## src/rtl/bcd_counter_4digit.sv

```systemverilog
// bcd_counter_4digit: 4-digit BCD event counter with prescaler; define BCD_CNT_SATURATE_EN to hold at 9999 instead of wrapping
module bcd_counter_4digit #(
  parameter int TICK_DIV = 50_000_000
) (
  input  logic        clk,
  input  logic        rst_n,
  input  logic        en_i,
  input  logic        clr_i,
  input  logic        load_i,
  input  logic [15:0] load_val_i,
  output logic [3:0]  digit0_o,
  output logic [3:0]  digit1_o,
  output logic [3:0]  digit2_o,
  output logic [3:0]  digit3_o,
  output logic        tick_o,
  output logic        carry_o
);
  logic [3:0][3:0] dig, nxt, ld;
  logic [4:0]      c;
  logic [30:0]     pre;
  logic            hit;
  assign hit = en_i && pre == 31'(TICK_DIV - 1);
  always_comb begin
    c[0] = 1'b1;
    nxt = dig;
    ld = '0;
    for (int i = 0; i < 4; i++) begin
      c[i+1] = c[i] && dig[i] == 4'd9;
      nxt[i] = c[i] ? (dig[i] == 4'd9 ? 4'd0 : dig[i] + 4'd1) : dig[i];
      ld[i] = load_val_i[4*i +: 4] > 4'd9 ? 4'd0 : load_val_i[4*i +: 4];
    end
  end
  always_ff @(posedge clk or negedge rst_n) begin
    if (!rst_n) begin
      dig <= '0;
      pre <= '0;
      tick_o <= 1'b0;
      carry_o <= 1'b0;
    end else if (clr_i || load_i) begin
      dig <= clr_i ? '0 : ld;
      pre <= '0;
      tick_o <= 1'b0;
      carry_o <= 1'b0;
    end else begin
      tick_o <= hit;
      carry_o <= 1'b0;
      if (hit) begin
        pre <= '0;
`ifdef BCD_CNT_SATURATE_EN
        dig <= c[4] ? dig : nxt;
`else
        dig <= nxt;
        carry_o <= c[4];
`endif
      end else if (en_i) begin
        pre <= pre + 31'd1;
      end
    end
  end
  assign digit0_o = dig[0];
  assign digit1_o = dig[1];
  assign digit2_o = dig[2];
  assign digit3_o = dig[3];
endmodule

```

## config.mk

```make
export PLATFORM = sky130hd
export DESIGN_NAME = bcd_counter_4digit
export DESIGN_NICKNAME = d
export VERILOG_FILES = /design/src/rtl/bcd_counter_4digit.sv
export SDC_FILE = /design/constraint.sdc
export NUM_CORES = 1
export LEC_CHECK = 0
export ABC_CLOCK_PERIOD_IN_PS = 2500
export BUFFER_PORTS_ARGS = -buffer_cell sky130_fd_sc_hd__buf_2
export CORE_MARGIN = 8
export CORE_UTILIZATION = 58
export CTS_CLUSTER_SIZE = 20
export DETAILED_ROUTE_END_ITERATION = 8
export GPL_ROUTABILITY_DRIVEN = 0
export PLACE_DENSITY = 0.87
export SLEW_MARGIN = 20
export SYNTH_ARGS = -nofsm -noshare
export SYNTH_HDL_FRONTEND = slang
export SYNTH_SLANG_ARGS = --single-unit
```

## constraint.sdc

```tcl
create_clock -name clk -period 2.5 [get_ports clk]
set_clock_uncertainty 0.05 [all_clocks]
set_input_delay 0.125 -clock clk [delete_from_list [all_inputs] [get_ports clk]]
set_output_delay 0.125 -clock clk [all_outputs]
set_load 0.1 [all_outputs]
```

==> impl_metrics.yaml <==
cells_and_area:
  fill_cells: 418
  final_common_cell: "dfrtp_1"
  seqCellArea_um2: 1230
  layout.nets: 410
  drive_gt1_frac: 0.177
  layout_common_cells: "dfrtp_1, nor2_1, buf_2"
  multi_input_area_um2: 1700
  syn_to_final_growth_pct: 12.3
  stdcell_area_um2: 3440
  diodes: 0
sta:
  drv_slew: 0
  maxSlewHeadroom: 0.612
  hold_violations: 0
  holdWs_ns: 0.00893
  fin_crit_sh: 0.908
  setup_tns_ns: 0
  tightestPinTransition_ns: 0.578
  fmax_mhz: 441
  setup-violations-final: 0
  rsz0062_at_grt: "false"
  post-route-min-period_ns: 2.27
floorplanning:
  num_io_pins: 39
  die_area_um2: 7870
  core_area_um2: 5110
  fp-row-count: 26
  die_x_um: 88.7
  initial_core_util: 0.600
  die_h_um: 88.7
cts:
  clkSinkCount: 49
  clk_latency_ns: 0.31
  cts_tree: "built"
  numCtsBuffers: 5
  cts.htree.levels: 2
  clkTransAtPathRegs_ns: 0.10
  root_buffer: "clkbuf_8"
  cts_setup_buffers: 0
  clock_path_buffers: 2
yosys:
  netlist_top_cells_area: "dfrtp_1, nor2_1, xor2_1"
  synth_top_cell_by_area: "dfrtp_1"
  syn_inst: 348
  synth-seq-cells: 49
  yosysTopAreaCellShare: 0.400
  ys_seq_area_frac: 0.400
  synthesis.area_um2: 3060
  yosysWarnings: 0
  synth-async-reset-ratio: 1.00
  synthDistinctLibCells: 52
  ys.flop_type: "dfrtp_1"
  synth_edf_count: 0
  syn_area_per_cell_um2: 8.81
  synth_fp_nets: 370
power:
  leakagePower_nw: 1.43
  power.density_nw_per_um2: 506
  peakVddDrop_uv: 325
  totalPowerFinal_mw: 1.74
worst_setup_path:
  critPathKind: "reg2reg"
  cp.required_ns: 2.66
  worstSetupStartpointType: "register"
  worst-path-max-fanout: 8
  arrival_ns: 2.43
  cp-end-kind: "register"
grt:
  overflow: 0
  grt_max_degree: 36
  grt_pass1_vias: 2821
  grt_pass1_wl_um: 13100
  grt_antenna_before_repair: 0
  grt.total_usage: 0.210
place:
  placed_area_um2: 3300
  dp_hpwl_um: 5530
  io_buffers: 38
drt:
  routed_wl_um: 7660
  viasPerCell: 6.32
  drtAntennaViolNets: 0
  wl_per_cell_um: 16.7
  dr.pass1.iters: 5
  dr_total_vias: 2899
  drt_iter0_drc: 345
  drc: 0
outcome:
  outcome: "finished clean"
hold_path:
  hold_path.class: "in2reg"
flow_run:
  drv_cap: 0
critical path, stage by stage, from the launching register on:
cell and delay [ns]:
dfrtp_1 0.42, ha_1 0.21, and3_1 0.23, nand4_1 0.16, or3_1 0.52, o21ai_4 0.27
mux2_4 0.32
cells in the mapped netlist, types with 4 or more instances:
library cell,number
a211oi_1,5
a21oi_1,14
buf_2,5
and3_1,8
o21ai_0,20
inv_1,13
mux2_2,4
nand2b_1,4
nand4_1,22
dfrtp_1,49
nor2_1,40
nand3b_1,6
nor2b_1,4
or3_1,7
nand2_1,33
xor2_1,16
xnor2_1,10
nor4_1,7
nor3_1,9
nand3_1,18
registers in the layout, indices dropped and copies added, names as in the netlist:
name,flops
digit1_o,4
pre,31
digit2_o,4
carry_o,1
digit3_o,4
digit0_o,4
tick_o,1
through the flow:
| step | utilization | instances | setup slack (ns) |
|---|---|---|---|
| after floorplan | - | 348 | 0.283 |
| after global placement | 0.646 | 449 | 0.341 |
| after detailed placement | 0.646 | 449 | 0.263 |
| after CTS | 0.674 | 459 | 0.249 |
| after global routing | 0.674 | 459 | 0.0530 |
| final | 0.674 | 459 | 0.231 |
where the power goes:
| group | total [mW] | internal (mW) | switching (mW) |
|---|---|---|---|
| Combinational | 0.293 | 0.0727 | 0.221 |
| Sequential | 0.840 | 0.809 | 0.0313 |
| Clock | 0.608 | 0.326 | 0.282 |
final cells by class:
cell class / count / share of cell area
clock inverter: 2 / 0.0109
tap: 70 / 0.0255
multi-input combinational: 273 / 0.495
inverter: 13 / 0.0142
timing repair buffer: 46 / 0.0742
sequential: 49 / 0.356
clock buffer: 6 / 0.0240
kinds of logic after synthesis:
kind of cell / share of synthesized area
AND/OR/NAND/NOR: 0.325
multiplexers: 0.0278
adder cells (fa/ha/maj): 0.00408
flip-flops: 0.400
buffers and inverters: 0.0441
XOR/XNOR: 0.0743
AO/OA/AOI/OAI: 0.124
worst paths after layout:
path                                      from                 endpoint  slack (ns)  depth (start not counted)
max reg2reg                 pre[0]$_DFFE_PN0P_  digit3_o[3]$_DFFE_PN0P_        0.23                          6
max                         pre[0]$_DFFE_PN0P_  digit3_o[3]$_DFFE_PN0P_        0.23                          6
max in group asynchronous                rst_n      pre[18]$_DFFE_PN0P_        1.44                          3
min reg2reg                pre[23]$_DFFE_PN0P_      pre[23]$_DFFE_PN0P_        0.51                          1
min                             load_val_i[12]  digit3_o[0]$_DFFE_PN0P_       0.009                          3
min in group asynchronous                rst_n      pre[15]$_DFFE_PN0P_        0.18                          2
per-layer routing:
metal  GRT usage  wire length [µm]  share of wire
met4      0.0937               181          0.024
met2       0.338              3620           0.47
met1       0.269              3380           0.44
met5           0                 0              0
met3      0.0362               486          0.063
timing repair:
item,4_1_cts,5_1_grt
gates resized for setup,0,0
hold buffers,2,0
hold endpoints to repair,15,0
Power figures use the tool's default switching activity.
